<file path="src/rtl/adder_arbiter.sv">
// Shares one 16-bit adder between two requesters over a req/ack handshake.
// Define ADDER_ARB_FIXED_PRIO_EN for fixed priority (requester 0 wins ties) instead of round-robin.

module adder_16bit (
    input  logic [15:0] a,
    input  logic [15:0] b,
    input  logic        cin,
    output logic [15:0] sum,
    output logic        overflow
);
    assign {overflow, sum} = {1'b0, a} + {1'b0, b} + {16'b0, cin};
endmodule

module adder_arbiter #(
    parameter int unsigned SETTLE_CYCLES = 1
) (
    input  logic        clk,
    input  logic        n_rst,
    input  logic [1:0]  req,
    input  logic [15:0] a0,
    input  logic [15:0] b0,
    input  logic        cin0,
    input  logic [15:0] a1,
    input  logic [15:0] b1,
    input  logic        cin1,
    output logic [1:0]  ack,
    output logic [1:0]  done,
    output logic        grant_id,
    output logic [15:0] sum,
    output logic        overflow,
    output logic        busy
);
    typedef enum logic [1:0] {IDLE, CALC, DONE} state_t;

    state_t      state_q, state_d;
    logic [3:0]  cnt_q, cnt_d;
    logic [15:0] opa_q, opa_d;
    logic [15:0] opb_q, opb_d;
    logic        opc_q, opc_d;
    logic [1:0]  ack_q, ack_d;
    logic [1:0]  done_q, done_d;
    logic        gid_q, gid_d;
    logic [15:0] sum_q, sum_d;
    logic        ovf_q, ovf_d;
    logic        busy_q, busy_d;
    logic        winner;
    logic [15:0] add_sum;
    logic        add_ovf;

`ifdef ADDER_ARB_FIXED_PRIO_EN
    assign winner = ~req[0];
`else
    logic ptr_q, ptr_d;
    // On a tie the requester that was not granted last wins.
    assign winner = (&req) ? ~ptr_q : ~req[0];
`endif

    // Adder sees only the operand registers, so its inputs are frozen through CALC.
    adder_16bit u_adder (
        .a        (opa_q),
        .b        (opb_q),
        .cin      (opc_q),
        .sum      (add_sum),
        .overflow (add_ovf)
    );

    always_comb begin
        state_d = state_q;
        cnt_d   = cnt_q;
        opa_d   = opa_q;
        opb_d   = opb_q;
        opc_d   = opc_q;
        ack_d   = 2'b00;
        done_d  = 2'b00;
        gid_d   = gid_q;
        sum_d   = sum_q;
        ovf_d   = ovf_q;
        busy_d  = busy_q;
`ifndef ADDER_ARB_FIXED_PRIO_EN
        ptr_d   = ptr_q;
`endif
        case (state_q)
            IDLE: begin
                if (req != 2'b00) begin
                    opa_d   = winner ? a1 : a0;
                    opb_d   = winner ? b1 : b0;
                    opc_d   = winner ? cin1 : cin0;
                    ack_d   = winner ? 2'b10 : 2'b01;
                    gid_d   = winner;
                    busy_d  = 1'b1;
                    cnt_d   = 4'(SETTLE_CYCLES - 1);
                    state_d = CALC;
`ifndef ADDER_ARB_FIXED_PRIO_EN
                    ptr_d   = winner;
`endif
                end
            end
            CALC: begin
                if (cnt_q != 4'd0) begin
                    cnt_d = cnt_q - 4'd1;
                end else begin
                    sum_d   = add_sum;
                    ovf_d   = add_ovf;
                    done_d  = gid_q ? 2'b10 : 2'b01;
                    state_d = DONE;
                end
            end
            DONE: begin
                busy_d  = 1'b0;
                state_d = IDLE;
            end
            default: state_d = IDLE;
        endcase
    end

    always_ff @(posedge clk or negedge n_rst) begin
        if (!n_rst) begin
            state_q <= IDLE;
            cnt_q   <= 4'd0;
            opa_q   <= 16'd0;
            opb_q   <= 16'd0;
            opc_q   <= 1'b0;
            ack_q   <= 2'b00;
            done_q  <= 2'b00;
            gid_q   <= 1'b0;
            sum_q   <= 16'd0;
            ovf_q   <= 1'b0;
            busy_q  <= 1'b0;
`ifndef ADDER_ARB_FIXED_PRIO_EN
            ptr_q   <= 1'b1;
`endif
        end else begin
            state_q <= state_d;
            cnt_q   <= cnt_d;
            opa_q   <= opa_d;
            opb_q   <= opb_d;
            opc_q   <= opc_d;
            ack_q   <= ack_d;
            done_q  <= done_d;
            gid_q   <= gid_d;
            sum_q   <= sum_d;
            ovf_q   <= ovf_d;
            busy_q  <= busy_d;
`ifndef ADDER_ARB_FIXED_PRIO_EN
            ptr_q   <= ptr_d;
`endif
        end
    end

    assign ack      = ack_q;
    assign done     = done_q;
    assign grant_id = gid_q;
    assign sum      = sum_q;
    assign overflow = ovf_q;
    assign busy     = busy_q;
endmodule

</file>
<file path="config.mk">
export PLATFORM = sky130hd
export DESIGN_NAME = adder_arbiter
export DESIGN_NICKNAME = d
export VERILOG_FILES = /design/src/rtl/adder_arbiter.sv
export SDC_FILE = /design/constraint.sdc
export NUM_CORES = 1
export LEC_CHECK = 0
export ABC_AREA = 1
export BUFFER_PORTS_ARGS = -buffer_cell sky130_fd_sc_hd__buf_2
export CAP_MARGIN = 30
export CORE_MARGIN = 2
export CORE_UTILIZATION = 30
export DETAILED_ROUTE_END_ITERATION = 12
export PLACE_DENSITY = 0.6
export REMOVE_ABC_BUFFERS = 1
export SYNTH_ARGS = -nofsm -noshare
export SYNTH_HDL_FRONTEND = slang
export SYNTH_HIERARCHICAL = 1
export SYNTH_SLANG_ARGS = --single-unit
export TNS_END_PERCENT = 10
</file>
<file path="constraint.sdc">
create_clock -name clk -period 5.2 [get_ports clk]
set_input_delay 1.04 -clock clk [delete_from_list [all_inputs] [get_ports clk]]
set_output_delay 1.04 -clock clk [all_outputs]
set_load 0.03 [all_outputs]
</file>
After elaboration in Yosys (flattened, before gate mapping)
Cells that the tools add are included.
{ "word_totals": {"reg_bits": 63, "in_bits": 70, "output_inout_bits": 23, "elab_cells": 52} }
{ "classes": {"addsub": 3, "n_eq_ne": 5, "muxes": 18, "n_bitwise": 3, "reduce_logical": 11} }
{ "op_table": {"columns": ["cell", "count"], "rows": [
  ["16-bit two-way mux", 2],
  ["16-bit by 16-bit adder with 17-bit output", 1],
  ["17-bit by 1-bit adder with 17-bit output", 1],
  ["2-bit two-way mux", 8],
  ["2-bit AND reduction", 5],
  ["4-bit two-way mux", 2],
  ["4-bit case mux with 2 select lines", 1],
  ["2-bit != test (second input constant)", 3],
  ["2-bit nonzero test", 3],
  ["2-bit case mux with 2 select lines", 1],
  ["4-bit nonzero test", 1],
  ["4-bit by 1-bit subtractor with 4-bit output (second input constant)", 1],
  ["1-bit two-way mux", 3],
  ["1-bit inverter", 3],
  ["3-bit AND reduction", 1],
  ["2-bit by 1-bit == test with 1-bit output (second input constant)", 1],
  ["2-bit == test (second input constant)", 1],
  ["2-bit zero test", 1],
  ["1-bit case mux with 2 select lines", 1]
]} }

Depth between registers and ports, before layout
{ "depth": {"ltp_word": 5, "ltp_mapped": 12, "ltp_nobuf": 12} }

Modules after synthesis
Netlist, hierarchy kept.
{ "modules_own_cells": {"columns": ["mod", "instances", "cells_each", "area_per_inst_um2", "seq_area_each_um2"], "rows": [
  ["adder_arbiter", 1, 314, 2761.4, 1577.8],
  ["adder_16bit", 1, 184, 985.9, 0.0]
]} }

Least setup slack after synthesis
No wires, ideal clock.
{ "synth_timing": {"path_type": "register to register", "startpoint": "register opa_q[0]", "endpoint": "register sum_q[8] (netlist: sum[8])", "setup_ns": 0.118, "arrival_time_ns": 1.828, "t_required_ns": 5.082, "slack_ns": 3.254, "path_stages_with_launch": 11, "path_buffers": 0, "period_less_slack_ns": 1.946, "path_cell_list": "dfrtp_1 fa_1 fa_1 nand2_1 nand2_1 and2_4 nand2_1 nand2_1 xor2_1 nand2_1 nand2_1"} }
{ "synth_via": {"elab_chain_len": 2} }
{ "synth_lines": {"columns": ["element", "line_no", "text"], "rows": [
  ["from (decl)", "37", "logic [15:0] opa_q, opa_d;"],
  ["from (signal assigned)", "135", "opa_q <= opa_d;"],
  ["16-bit by 16-bit adder with 17-bit output", "11", "assign {overflow, sum} = {1'b0, a} + {1'b0, b} + {16'b0, cin};"],
  ["17-bit by 1-bit adder with 17-bit output", "11", null],
  ["net add_sum[8]", "47", "logic [15:0] add_sum;"],
  ["to (signal assigned)", "141", "sum_q <= sum_d;"],
  ["to (decl)", "43", "logic [15:0] sum_q, sum_d;"]
]} }
The timed path passes the listed nets, and every way through them passes these cells.
A chain may end at the register's enable or synchronous reset.

Worst setup path in the final report
{ "layout_timing": {"startpoint": "input req[0]", "endpoint": "register ptr_q"} }
{ "layout_via": {"elab_chain_len": 2, "elab_cells_between_ends": 5, "classes_between": "1 x mux; 1 x bitwise; 3 x reduce/logical"} }
{ "layout_lines": {"columns": ["element", "line_no", "text"], "rows": [
  ["from (decl)", "19", "input logic [1:0] req,"],
  ["2-bit AND reduction (tied with other cells)", "55", "assign winner = (&req) ? ~ptr_q : ~req[0];"],
  ["1-bit two-way mux / 2-bit AND reduction (equally long branches)", null, null],
  ["to (signal assigned)", "145", "ptr_q <= ptr_d;"],
  ["to (decl)", "53", "logic ptr_q, ptr_d;"]
]} }
Several ways; a longest one is shown, not always the timed one.

==> flow_metrics.py <==
metrics = {
    "floorplanning": {
        "die_y_um": 116,
        "fp.dieW_um": 116,
        "io_pins": 93,
        "core_mm2": 0.0121,
        "start_util": 0.309,
        "fp-row-count": 40,
        "die_area_mm2": 0.0134,
    },
    "pwr": {
        "power_leakage_nw": 2.43,
        "power.density_mw_per_mm2": 756,
        "irDropWorstVdd_uv": 194,
        "total_power_w": 0.00347,
    },
    "critical_path": {
        "cp_top_family": "buffers and inverters",
        "worstPathRequired_ns": 5.46,
        "end_kind": "register",
        "crit_fanout": 36,
        "cpPeakStageDelay_ns": 0.55,
        "cp_data_arrival_time_ns": 2.95,
        "crit_path_cell_trace": "buf_2, o21ai_4, buf_4, inv_2, nand2_1, o21ai_1",
        "worst_setup_path_start_kind": "input port",
        "cp_slowest_cell": "buf_2",
        "critical_path_class": "input port to register",
        "cp.buffers_inverters": 3,
    },
    "timing": {
        "fin_tns_setup_ns": 0,
        "relSlewSlack": 0.470,
        "hold_viol_final": 0,
        "setup_viol": 0,
        "slew_viol_final": 0,
        "worst_pin_slew_ns": 0.795,
        "fmaxAchievable_mhz": 371,
        "grt_setup_unrepaired": "no",
        "post-route-min-period_ns": 2.69,
        "fin_crit_sh": 0.518,
        "clock_skew_ns": 0.00604,
    },
    "routing": {
        "wl_per_cell_um": 12.4,
        "firstDrtPassIters": 5,
        "wl_mm": 9.40,
        "vias_per_cell": 4.43,
        "drcViolationCount": 0,
        "postRouteAntennaNets": 0,
        "drt_iter0_drc": 185,
        "vias": 3360,
    },
    "cells_and_area": {
        "num-nets-final": 674,
        "mostFrequentLayoutCell": "nand2_1",
        "final_cell_mix": "142 x nand2_1, 92 x buf_2, 73 x a21oi_1, 62 x dfrtp_1, 49 x nor2_1",
        "final_layout_size_suffix_gt1_frac": 0.231,
        "n_antenna_cell": 0,
        "fillCellCount": 1328,
        "syn2layout_area_growth_pct": 22.5,
    },
    "logic_synthesis": {
        "synthMuxAreaShare": 0,
        "syn_area_mm2": 0.00375,
        "synth_cell_type_count": 31,
        "synth_compound_area_frac": 0.111,
        "synth_top_area_cell": "dfrtp_1",
        "synth_xor_area_frac": 0.0187,
        "synth-seq-cells": 63,
        "yosys.area_share.simple": 0.299,
        "synth_area_per_cell_um2": 7.52,
        "synth_adder_area_share": 0.0674,
        "synthCells": 498,
        "synth_seq_area_share": 0.421,
        "synth_top_area_frac": 0.414,
        "synth_area_leaders": "dfrtp_1 41%, nand2_1 14%, a21oi_1 9.7%",
        "yosys_warnings": 6,
        "synth_top_family_by_area": "simple AND/OR/NAND/NOR gates",
    },
    "grt": {
        "grt_max_degree": 64,
        "grt-ovfl-total": 0,
        "grtUsageTotal": 0.150,
        "grt_pass1_vias": 3326,
        "grt_pass1_wl_mm": 15.7,
        "antenna_found_initial": 0,
    },
    "clocking": {
        "hold_buffers": 0,
        "cts_tree": "yes",
        "clock_sinks": 63,
        "numCtsBuffers": 9,
        "cts_max_path_buffers": 2,
        "postCtsSetupBuffers": 0,
        "clk_latency_ns": 0.34,
        "cts_max_level": 3,
        "cts-root-buf": "clkbuf_16",
        "clkTransAtPathRegs_ns": 0.05,
        "post_cts_resized": 0,
    },
    "job": {
        "drv_cap": 0,
    },
    "placed_design": {
        "port_buffers": 92,
        "gp_congestion": 0.830,
        "dpl.hpwl_mm": 7.03,
    },
    "outcome": {
        "status": "completed",
    },
    "min_path": {
        "hp-class": "register to register",
    },
}
area by class of cell:
class / count / area (um2) / share of cell area
multi-input combinational: 367 / 1860 / 0.404
sequential: 63 / 1580 / 0.344
timing repair buffer: 95 / 483 / 0.105
clock buffer: 12 / 256 / 0.0559
tap: 168 / 210 / 0.0458
inverter: 49 / 186 / 0.0406
clock inverter: 4 / 20.0 / 0.00436
state kept, by name, indices dropped and copies added, names as in the netlist:
name	flops
ack	2
busy	1
cnt_q	4
done	2
grant_id	1
opa_q	16
opb_q	16
opc_q	1
overflow	1
ptr_q	1
state_q	2
sum	16
worst register-to-register path, cell delays in order (launching register included):
cell and delay [ns]:
dfrtp_1 0.39, fa_1 0.49, fa_1 0.43, nand2_1 0.09, nand2_1 0.07, nand3b_1 0.10, nand2_2 0.08, nand2_1 0.09
nand2_1 0.06, nand2_1 0.06, nand2_1 0.05, nand2_1 0.07, nand2_1 0.05
through the flow:
stage	worst slack (ns)	util	instances	hold slack, ns	instance area (um2)
global placement	2.27	0.356	742	0.451	4310
detailed placement	2.18	0.356	742	0.458	4310
CTS	2.52	0.379	758	0.465	4590
finish	2.51	0.379	758	0.457	4590
global route	2.33	0.379	758	0.490	4590
floorplan	2.75	-	479	0.460	3620
worst paths after layout:
path,startpoint,slack [ns],cells past startpoint,to
worst max-delay path,req[0],2.51,6,ptr_q
worst min-delay path,grant_id,0.46,1,done[0]
worst max register to register,opa_q[0],3.07,12,sum[14]
worst min register to register,grant_id,0.46,1,done[0]
max in group asynchronous,n_rst,3.80,2,opb_q[2]
min in group asynchronous,n_rst,0.87,2,opb_q[15]
cell usage after synthesis:
cell type / n
o21ai_1: 3
nand4_1: 1
nor2_4: 1
clkbuf_1: 5
dfstp_2: 1
buf_4: 5
o21ai_4: 1
nand2_2: 9
nor3_1: 1
ha_1: 17
xor2_1: 7
dfrtp_1: 62
buf_6: 4
nand3_1: 45
a21oi_1: 73
and2_4: 1
inv_4: 1
nand3b_1: 2
inv_1: 43
buf_2: 5
xnor2_1: 1
nor3_2: 3
nor2_2: 2
or2_1: 2
fa_1: 2
nand2_1: 142
nand3_2: 2
o21bai_1: 1
o21ai_0: 2
inv_2: 5
nor2_1: 49
power breakdown:
part / switching, W / internal (W)
Sequential: 0.000137 / 0.000735
Clock: 0.000207 / 0.000344
Combinational: 0.00134 / 0.000709
layer usage:
layer,up-vias,share of wire,GRT usage
li1,1770,-,-
met1,1493,0.50,0.211
met2,86,0.43,0.224
met3,11,0.052,0.0329
met4,0,0.016,0.0627
met5,-,0,0
kinds of logic after synthesis:
group,Yosys count
flops,63
fa+ha+maj,19
compound gates,80
simple gates,260
buf+inv,68
xor+xnor,8
Power figures use the tool's default switching activity.
